===== src/rtl/hazard_controller.sv =====
// ---------------------------------------------------------------------------
// hazard_controller
//   Pipeline hazard control for the 5-stage MIPS core. Produces the
//   pipeline-register write enables and bubble/flush controls for hazards
//   that forwarding cannot resolve: data-memory wait stalls, taken-branch
//   and jump squashes, load-use interlocks and HI/LO / mul-div structural
//   hazards. It also sequences the multi-cycle mul/div unit.
//
//   state  | meaning
//   -------+-------------------------------------------------------------
//   RUN    | no mul/div in flight; a mul/div in ID may be accepted
//   MULDIV | mul/div unit busy; HI/LO readers and new mul/div are stalled
//
// Ports
//   clk, rst_n                     clock, async active-low reset
//   MemRead_EX, wrReg_EX           load in EX and its destination
//   RS_ID, RT_ID, UsesRT_ID        ID-stage source operands
//   MulDiv_ID, Div_ID, MfHiLo_ID   ID-stage mul/div and HI/LO reader
//   Jump_ID, Branch_taken_EX       control-flow redirects
//   MemAccess_MEM, dmem_ready      data-memory handshake
//   PCWrite .. EX_MEM_Write        pipeline-register enables
//   IF_ID_Flush .. MEM_WB_Flush    bubble insertion
//   MulDiv_start, MulDiv_busy      mul/div unit sequencing
//   mem_timeout                    sticky data-memory timeout flag
//   stall_count                    saturating count of PC-frozen cycles
// ---------------------------------------------------------------------------
module hazard_controller #(
  parameter int MUL_CYCLES  = 4,
  parameter int DIV_CYCLES  = 32,
  parameter int MEM_TIMEOUT = 255
) (
  input  logic        clk,
  input  logic        rst_n,
  input  logic        MemRead_EX,
  input  logic [4:0]  wrReg_EX,
  input  logic [4:0]  RS_ID,
  input  logic [4:0]  RT_ID,
  input  logic        UsesRT_ID,
  input  logic        MulDiv_ID,
  input  logic        Div_ID,
  input  logic        MfHiLo_ID,
  input  logic        Jump_ID,
  input  logic        Branch_taken_EX,
  input  logic        MemAccess_MEM,
  input  logic        dmem_ready,
  output logic        PCWrite,
  output logic        IF_ID_Write,
  output logic        ID_EX_Write,
  output logic        EX_MEM_Write,
  output logic        IF_ID_Flush,
  output logic        ID_EX_Flush,
  output logic        MEM_WB_Flush,
  output logic        MulDiv_start,
  output logic        MulDiv_busy,
  output logic        mem_timeout,
  output logic [15:0] stall_count
);

  localparam int CW = $clog2(DIV_CYCLES) + 1;
  localparam int WW = $clog2(MEM_TIMEOUT + 1);
  localparam logic [CW-1:0] MUL_LOAD = CW'(MUL_CYCLES - 1);
  localparam logic [CW-1:0] DIV_LOAD = CW'(DIV_CYCLES - 1);
  localparam logic [WW-1:0] WAIT_MAX = WW'(MEM_TIMEOUT);

  typedef enum logic {
    RUN    = 1'b0,
    MULDIV = 1'b1
  } state_e;

  state_e          state_q;
  logic [CW-1:0]   cnt_q;
  logic            start_q;
  logic            busy_q;
  logic [WW-1:0]   wait_q, wait_d;
  logic            timeout_q, timeout_d;
  logic [15:0]     stall_q, stall_d;

  logic memstall, loaduse, mdhaz, accept;

  assign memstall = MemAccess_MEM & ~dmem_ready;
  assign loaduse  = MemRead_EX & (wrReg_EX != 5'd0) &
                    ((wrReg_EX == RS_ID) | (UsesRT_ID & (wrReg_EX == RT_ID)));
  assign mdhaz    = (state_q == MULDIV) & (MfHiLo_ID | MulDiv_ID);

  // Priority chain; reset forces a full bubble regardless of inputs.
  always_comb begin
    PCWrite      = 1'b1;
    IF_ID_Write  = 1'b1;
    ID_EX_Write  = 1'b1;
    EX_MEM_Write = 1'b1;
    IF_ID_Flush  = 1'b0;
    ID_EX_Flush  = 1'b0;
    MEM_WB_Flush = 1'b0;
    if (!rst_n) begin
      PCWrite      = 1'b0;
      IF_ID_Write  = 1'b0;
      ID_EX_Write  = 1'b0;
      EX_MEM_Write = 1'b0;
      IF_ID_Flush  = 1'b1;
      ID_EX_Flush  = 1'b1;
      MEM_WB_Flush = 1'b1;
    end else if (memstall) begin
      // Branch/jump are held in their frozen registers and honoured later.
      PCWrite      = 1'b0;
      IF_ID_Write  = 1'b0;
      ID_EX_Write  = 1'b0;
      EX_MEM_Write = 1'b0;
      MEM_WB_Flush = 1'b1;
    end else if (Branch_taken_EX) begin
      IF_ID_Flush  = 1'b1;
      ID_EX_Flush  = 1'b1;
    end else if (loaduse || mdhaz) begin
      PCWrite      = 1'b0;
      IF_ID_Write  = 1'b0;
      ID_EX_Flush  = 1'b1;
    end else if (Jump_ID) begin
      IF_ID_Flush  = 1'b1;
    end
  end

  assign accept = (state_q == RUN) & MulDiv_ID & ID_EX_Write &
                  ~ID_EX_Flush & ~IF_ID_Flush;

  always_comb begin
    wait_d    = '0;
    timeout_d = timeout_q;
    if (memstall) begin
      wait_d = (wait_q == WAIT_MAX) ? wait_q : wait_q + 1'b1;
    end
    if (wait_d == WAIT_MAX) begin
      timeout_d = 1'b1;
    end
    stall_d = stall_q;
    if (!PCWrite && stall_q != 16'hFFFF) begin
      stall_d = stall_q + 16'd1;
    end
  end

  // Mul/div sequencer plus event counters. The mul/div counter keeps
  // running through memory stalls because the unit itself never freezes.
  always_ff @(posedge clk or negedge rst_n) begin
    if (!rst_n) begin
      state_q   <= RUN;
      cnt_q     <= '0;
      start_q   <= 1'b0;
      busy_q    <= 1'b0;
      wait_q    <= '0;
      timeout_q <= 1'b0;
      stall_q   <= '0;
    end else begin
      wait_q    <= wait_d;
      timeout_q <= timeout_d;
      stall_q   <= stall_d;
      start_q   <= 1'b0;
      case (state_q)
        RUN: begin
          if (accept) begin
            state_q <= MULDIV;
            busy_q  <= 1'b1;
            start_q <= 1'b1;
            cnt_q   <= Div_ID ? DIV_LOAD : MUL_LOAD;
          end
        end
        MULDIV: begin
          if (cnt_q == '0) begin
            state_q <= RUN;
            busy_q  <= 1'b0;
          end else begin
            cnt_q <= cnt_q - 1'b1;
          end
        end
        default: begin
          state_q <= RUN;
          busy_q  <= 1'b0;
        end
      endcase
    end
  end

  assign MulDiv_start = start_q;
  assign MulDiv_busy  = busy_q;
  assign mem_timeout  = timeout_q;
  assign stall_count  = stall_q;

endmodule


===== config.mk =====
export PLATFORM = sky130hd
export DESIGN_NAME = hazard_controller
export DESIGN_NICKNAME = d
export VERILOG_FILES = /design/src/rtl/hazard_controller.sv
export SDC_FILE = /design/constraint.sdc
export NUM_CORES = 1
export LEC_CHECK = 0
export BUFFER_PORTS_ARGS = -buffer_cell sky130_fd_sc_hd__buf_4
export CAP_MARGIN = 20
export CORE_AREA = 2 2 68 70
export CTS_CLUSTER_SIZE = 20
export DETAILED_ROUTE_END_ITERATION = 7
export DIE_AREA = 0 0 70 72
export PLACE_DENSITY_LB_ADDON = 0.1
export SYNTH_ARGS = -nofsm -noshare
export SYNTH_HDL_FRONTEND = slang
export SYNTH_SLANG_ARGS = --single-unit

===== constraint.sdc =====
create_clock -name clk -period 4.6 [get_ports clk]
set_input_delay 0.92 -clock clk [delete_from_list [all_inputs] [get_ports clk]]
set_output_delay 0.92 -clock clk [all_outputs]
set_load 0.01 [all_outputs]

; Word-level counts from Yosys, hierarchy flattened
; Index checks and enable logic that the tools add are counted.
[classes]
n_addsub = 3
eq_ne = 8
muxes = 30
bitwise_logic = 15
n_reduce_logical = 7
[ops]
columns = operator, count
row1 = 1-bit 2-to-1 mux, 22
row2 = "16-bit by 1-bit adder with 16-bit output, second input constant", 1
row3 = "8-bit == test, second input constant", 2
row4 = 8-bit 2-to-1 mux, 2
row5 = "16-bit inequality test, second input constant", 1
row6 = 6-bit 2-to-1 mux, 2
row7 = 6-bit one-hot mux with 2 select lines, 1
row8 = 5-bit == test, 2
row9 = 1-bit AND, 9
row10 = "8-bit by 1-bit adder with 8-bit output, second input constant", 1
row11 = 6-bit zero test, 1
row12 = "6-bit by 1-bit subtractor with 6-bit output, second input constant", 1
row13 = 5-bit 2-to-1 mux, 1
row14 = 5-bit nonzero test, 1
row15 = "2-bit inequality test, second input constant", 2
row16 = 1-bit inverter, 4
row17 = 1-bit one-hot mux with 2 select lines, 2
row18 = 2-bit AND reduction, 2
row19 = "2-bit by 1-bit inequality test with 1-bit output, second input constant", 1
row20 = 1-bit bitwise OR, 2
row21 = 1-bit logical AND, 1
row22 = 1-bit zero test, 1
row23 = 1-bit logical OR, 1
[word_totals]
register_bits = 34
output_inout_bits = 26
elab_cells = 70

; Longest topological paths before layout
; Gate-level depths: netlist of run 1.
[logic_depth]
depth_word = 14
depth_mapped = 8
ltp_nobuf = 8

; Worst setup path before layout of run 1
; OpenSTA, ideal clock, no wires.
[synth_path]
path_type = input port to output port
start = input wrReg_EX[1]
end = output PCWrite
arrival_time_ns = 2.404
t_required_ns = 3.680
setup_slack_ns = 1.276
path_stages = 6
path_cell_list = or4_2 -> o21ai_0 -> or2_2 -> nand2_1 -> a21oi_1 -> buf_4
[synth_via]
elab_chain_cells = 9
elab_cells_between_ends = 12
cone_classes = eq/ne (2) / mux (4) / bitwise (4) / reduce/logical (2)
[synth_lines]
columns = item, line
row1 = from (decl), 35  ; input logic [4:0] wrReg_EX,
row2 = 5-bit == test, 82  ; ((wrReg_EX == RS_ID) | (UsesRT_ID & (wrReg_EX == RT_ID)));
row3 = 1-bit AND, 82
row4 = 1-bit bitwise OR, 82
row5 = 1-bit AND *, 81  ; assign loaduse = MemRead_EX & (wrReg_EX != 5'd0) &
row6 = 1-bit logical OR *, 112  ; end else if (loaduse || mdhaz) begin
row7 = 1-bit 2-to-1 mux * (4 in series), -
row8 = to (decl), 46  ; output logic PCWrite,
; Every way passes the cells marked *; elsewhere a longest branch is shown, timed or not.

; Worst setup path in the final report of run 1
[layout_path]
start = input wrReg_EX[1]
end = output ID_EX_Flush
[layout_via]
elab_chain_cells = 9
elab_cells_between_ends = 12
cone_classes = eq/ne (2) / mux (4) / bitwise (4) / reduce/logical (2)
[layout_lines]
columns = item, line
row1 = 5-bit == test, 82
row2 = 1-bit AND, 82
row3 = 1-bit bitwise OR, 82
row4 = 1-bit AND *, 81
row5 = 1-bit logical OR *, 112
row6 = 1-bit 2-to-1 mux *, 112
row7 = 1-bit 2-to-1 mux *, 109  ; end else if (Branch_taken_EX) begin
row8 = 1-bit 2-to-1 mux *, 102  ; end else if (memstall) begin
row9 = 1-bit 2-to-1 mux *, 94  ; if (!rst_n) begin
row10 = to (decl), 51  ; output logic ID_EX_Flush,
; Marked as above.

==> impl_metrics.yaml, run 1 <==
routing:
  vias_per_cell: 5.12
  wl_per_cell_um: 13.9
  vias: 1537
  finalWirelength_mm: 4.16
  drt-initial-drc-count: 69
  postRouteAntennaNets: 0
  drt_first_pass_iters: 4
  drcViolationCount: 0
setup_path:
  cp.arrival_ps: 2550
  ff2ff_path_depth: 6
  critical_path_class: "in2out"
  worst_setup_path_end_kind: "primary output"
  cp-start-kind: "primary input"
  rr_startpoint: "stall_count[0]"
  cp.required_ps: 3680
  reg2reg_to: "stall_count[1]"
  cp_max_fo: 3
  reg2reg_setup_slack_ps: 2410
layout:
  fin_cells: 300
  multiInputGateArea_um2: 982
  regArea_um2: 851
  nets: 277
  fin_util: 0.562
  n_fill_cell: 407
  drive_gt1_frac: 0.270
  num_antenna_cells: 0
  syn_to_final_growth_pct: 26.2
  final_cell_area_um2: 2390
logic_synthesis:
  mappedNetlistArea_um2: 1900
  yosys_warnings: 0
  synth-seq-cells: 34
  async_flop_share: 1.00
  yosysSeqAreaShare: 0.448
  synthesis.instances: 196
  ys_types: 42
  synth-edff-count: 0
  postSynthAreaPerCell_um2: 9.68
  synth_fp_nets: 226
  synthFlopType: "dfrtp_1"
timing:
  period_share: 0.754
  finalSetupViolations: 0
  tns_ps: 0
  slew_headroom: 0.676
  hold_viol_final: 0
  period_minus_slack_ps: 3470
  fmax_mhz: 288
  finalClockSkew_ps: 2.04
  rsz0062_at_grt: "false"
  worst_pin_slew_ps: 485
  slew_viol_final: 0
  setup_ws_ps: 1130
  hold_ws_ps: 479
cts:
  path_clk_slew_ps: 70
  cts_root_buf: "clkbuf_8"
  cts_max_path_buffers: 2
  cts_tree: "yes"
  clk-insertion-delay-late_ps: 280
  ctsResizeCount: 0
  cts_hold_buf: 0
  cts_setup_buffers: 0
  h-tree-depth: 2
  clkSinkCount: 34
  cts-buffers-inserted: 5
power_and_ir_drop:
  power-per-cell-area_nw_per_um2: 413
  combPwrFrac: 0.321
  swShare: 0.342
  ir_drop_uv: 323
  p_leak_nw: 1.11
  seq_power_share: 0.447
  total_power_mw: 0.988
  p_int_mw: 0.650
  power_frac_clock: 0.231
  power.switching_mw: 0.338
place:
  post-place-ws_ps: 1130
  io_buffers: 51
  place_area_um2: 2300
  dp_cells: 292
  place_hpwl_mm: 3.04
  gp_congestion: 0.793
die:
  rows: 24
  die_width_um: 70
  dieArea_um2: 5040
  coreArea_um2: 4260
  io-pin-count: 52
  start_util: 0.445
  chipHeight_um: 72
worst_hold_path:
  hp-start: "MulDiv_busy"
  hp-class: "reg2reg"
  whs_endpoint: "MulDiv_busy"
  holdPathStages: 2
global_route:
  grt_util_all_layers: 0.172
  grt_max_degree: 38
  grt_overflow: 0
  grt_pass1_vias: 1524
  grt_pass1_wl_mm: 7.02
  antenna_found_initial: 0
status:
  status: "finished clean"
run:
  drv_cap: 0
==> final cells by class <==
cell class | instances | share of cell area
multi-input cells | 149 | 0.410
flip-flops and latches | 34 | 0.355
repair buffers | 51 | 0.160
clock buffers | 7 | 0.0361
well taps | 52 | 0.0272
inverters | 6 | 0.00940
clock inverters | 1 | 0.00209
==> worst max-delay path by stage <==
stage                start     endpoint  slack [ps]  cells past startpoint
4_1_cts        wrReg_EX[1]  ID_EX_Flush        1120                      8
2_1_floorplan  wrReg_EX[1]      PCWrite        1280                      6
5_1_grt        wrReg_EX[1]  ID_EX_Flush        1010                      8
3_5_place_dp   wrReg_EX[1]  ID_EX_Flush        1130                      8
3_3_place_gp   wrReg_EX[1]  ID_EX_Flush        1160                      8
6_report       wrReg_EX[1]  ID_EX_Flush        1130                      8
==> critical path, stage by stage <==
cell	delay (ps)
buf_4	120
or4_2	640
o21ai_0	220
or2_2	170
nand2_1	70
o21ai_0	170
nand2_1	70
buf_4	160
==> sequential cells by signal (all words and copies together) (netlist names) <==
name          flops
MulDiv_busy       1
cnt_q             6
mem_timeout       1
MulDiv_start      1
wait_q            8
stall_count      16
state_q           1
==> power groups by stage <==
stage	logic [mW]	registers, mW	clock network, mW
floorplan	0.197	0.441	0
global placement	0.314	0.446	0
detailed placement	0.320	0.447	0
CTS	0.322	0.442	0.237
global route	0.355	0.455	0.245
finish	0.318	0.442	0.228
==> cell families after synthesis <==
kind of cell,Yosys count,synth area share
and+or+nand+nor,89,0.252
DFF,34,0.448
xor gates and xnor gates,32,0.148
AOI/OAI and AO/OA,21,0.0745
buffers and inverters,13,0.0343
adders and majority gates,4,0.0264
muxes,3,0.0165
==> metal layers <==
metal	share of wire	routed length, um	track usage	vias up
met3	0.038	157	0.0389	5
met1	0.46	1920	0.224	713
met4	0.012	49	0.0598	0
met5	0	0	0	-
li1	-	-	-	793
met2	0.49	2030	0.285	26
==> cell usage after synthesis (6+ instances only) <==
master   instances  area (um^2)
o21ai_0          7         35.0
xnor2_1         19          166
inv_1            6         22.5
and3_1           9         56.3
xor2_1          13          114
nand4_1         13         81.3
nor2_1          15         56.3
nand2_1         18         67.6
nor3_1           6         30.0
dfrtp_1         34          851
nand3_1         10         50.1
==> layout by cell type, fill, tap and decap left out, drive strengths merged, types with 6 or more instances in the layout <==
master	netlist	layout
nor2	15	15
nand3	10	10
clkbuf	3	7
inv	6	6
buf	4	51
xor2	13	13
dfrtp	34	34
xnor2	19	19
nand2	19	19
nor3	6	6
o21ai	7	7
nand4	13	13
and3	10	10
Note: power is estimated with default switching activity, not from simulation.
==> run 2: changes to the inputs <==
==> constraint.sdc (replaced) <==
create_clock -name clk -period 3.6 [get_ports clk]
set_input_delay 0.72 -clock clk [delete_from_list [all_inputs] [get_ports clk]]
set_output_delay 0.72 -clock clk [all_outputs]
set_load 0.01 [all_outputs]
==> run 2 against run 1 <==
Net effect:
- die area stayed put
- utilization is 0.62 points higher
- register-to-register slack worse by 980 ps
- clock power is 45% higher
- setup slack worse by 590 ps
- highest routed layer unchanged
==> impl_metrics.yaml, run 2 (same netlist as run 1, synthesis figures left out) <==
die:
  coreArea_um2: 4260
  start_util: 0.445
  chipHeight_um: 72
  rows: 24
  dieArea_um2: 5040
  io-pin-count: 52
  die_width_um: 70
worst_hold_path:
  hp-class: "reg2reg"
  holdPathStages: 1
global_route:
  antenna_found_initial: 0
  grt_pass1_vias: 1555
  grt_pass1_wl_mm: 6.98
  grt_overflow: 0
  grt_max_degree: 37
  grt_util_all_layers: 0.171
setup_path:
  path_cells: "buf_4 -> or4_2 -> o21ai_0 -> or2_2 -> nand2_1 -> o21ai_0 -> nand2_1 -> buf_4"
  cp.arrival_ps: 2340
  worst_setup_path_end_kind: "primary output"
  cp_max_fo: 3
  cp_num_buf_inv: 2
  cp.required_ps: 2880
  critical_path_depth: 8
  critPathMaxStageDelay_ps: 650
  critical_path_class: "in2out"
  ff2ff_path_depth: 6
  cp-start-kind: "primary input"
  slowest_stage: "or4_2"
  path_delay_family: "simple AND/OR/NAND/NOR gates"
cts:
  cts_setup_buffers: 0
  cts_tree: "yes"
  cts-buffers-inserted: 5
  ctsResizeCount: 0
  cts_max_path_buffers: 2
  clkSinkCount: 34
  clk-insertion-delay-late_ps: 280
  h-tree-depth: 2
  path_clk_slew_ps: 70
  cts_root_buf: "clkbuf_8"
  cts_hold_buf: 0
place:
  gp_congestion: 0.798
  io_buffers: 51
  post-place-ws_ps: 556
  place_hpwl_mm: 3.03
  dp_cells: 293
status:
  status: "finished clean"
layout:
  largest_register_ffs: 16
  final_cell_mix: "buf_4 (52), dfrtp_1 (34), xnor2_1 (19)"
  nets: 278
  fin_cells: 301
  syn_to_final_growth_pct: 27.6
  drive_gt1_frac: 0.277
  num_antenna_cells: 0
  layout_commonest_cell: "buf_4"
timing:
  worst_pin_slew_ps: 483
  tns_ps: 0
  rsz0062_at_grt: "false"
  fmax_mhz: 327
  setup_ws_ps: 542
  finalSetupViolations: 0
  slew_headroom: 0.678
  finalClockSkew_ps: 5.54
  period_minus_slack_ps: 3060
  slew_viol_final: 0
  period_share: 0.850
  hold_viol_final: 0
routing:
  drt-initial-drc-count: 49
  vias: 1586
  postRouteAntennaNets: 0
  drt_first_pass_iters: 4
  finalWirelength_mm: 4.03
  wl_per_cell_um: 13.4
  vias_per_cell: 5.27
  drcViolationCount: 0
run:
  drv_cap: 0
power_and_ir_drop:
  ir_drop_uv: 319
  power-per-cell-area_nw_per_um2: 536
  total_power_mw: 1.30
  p_leak_nw: 1.13
==> run 2: cell types whose count changed in the layout (fill, tap and decap cells not counted), sizes merged <==
cell / previous run / this run
clkbuf: 7 / 8
buf: 51 / 52
clkinv: 1 / 0
==> run 2: final timing paths <==
kind / startpoint / end / slack (ps)
worst max-delay path: wrReg_EX[1] / ID_EX_Flush / 540
worst min-delay path: mem_timeout / mem_timeout / 470
worst max register to register: stall_count[0] / stall_count[1] / 1430
worst min register to register: mem_timeout / mem_timeout / 470
max in group asynchronous: rst_n / stall_count[1] / 2790
min in group asynchronous: rst_n / mem_timeout / 490
==> run 2: worst reg2reg max path, stage by stage, from the launching register on <==
cell     delay, ps
dfrtp_1        420
ha_1           290
nand3_1        140
or4_4          130
or4b_1         450
nand2_2        260
mux2_2         370
==> run 2: final cells by class <==
class	instances	area (um^2)
Multi-Input combinational cell	149	982
Sequential cell	34	851
Inverter	6	22.5
Tap cell	52	65.1
Clock buffer	8	110
Timing Repair Buffer	52	390
Fill cell	387	1840
==> run 2: routing by layer <==
layer / global-route usage / wire length [um] / vias to the layer above
met1: 0.214 / 1780 / 764
met2: 0.290 / 2060 / 30
met3: 0.0389 / 147 / 4
met4: 0.0641 / 40 / 0
li1: - / - / 788
met5: 0 / 0 / -
==> run 2: where the power goes <==
part	leakage [nW]	total (mW)	internal (mW)	switching, mW
clock network	0.0575	0.331	0.193	0.138
registers	0.437	0.565	0.465	0.0999
logic	0.634	0.403	0.212	0.190
==> run 2: per-stage QoR <==
stage / instance area [um^2] / util / hold WS (ps)
finish: 2420 / 0.568 / 471
global route: 2420 / 0.568 / 490
CTS: 2420 / 0.568 / 478
detailed placement: 2310 / 0.542 / 462
global placement: 2310 / 0.542 / 460
floorplan: 1900 / - / 424
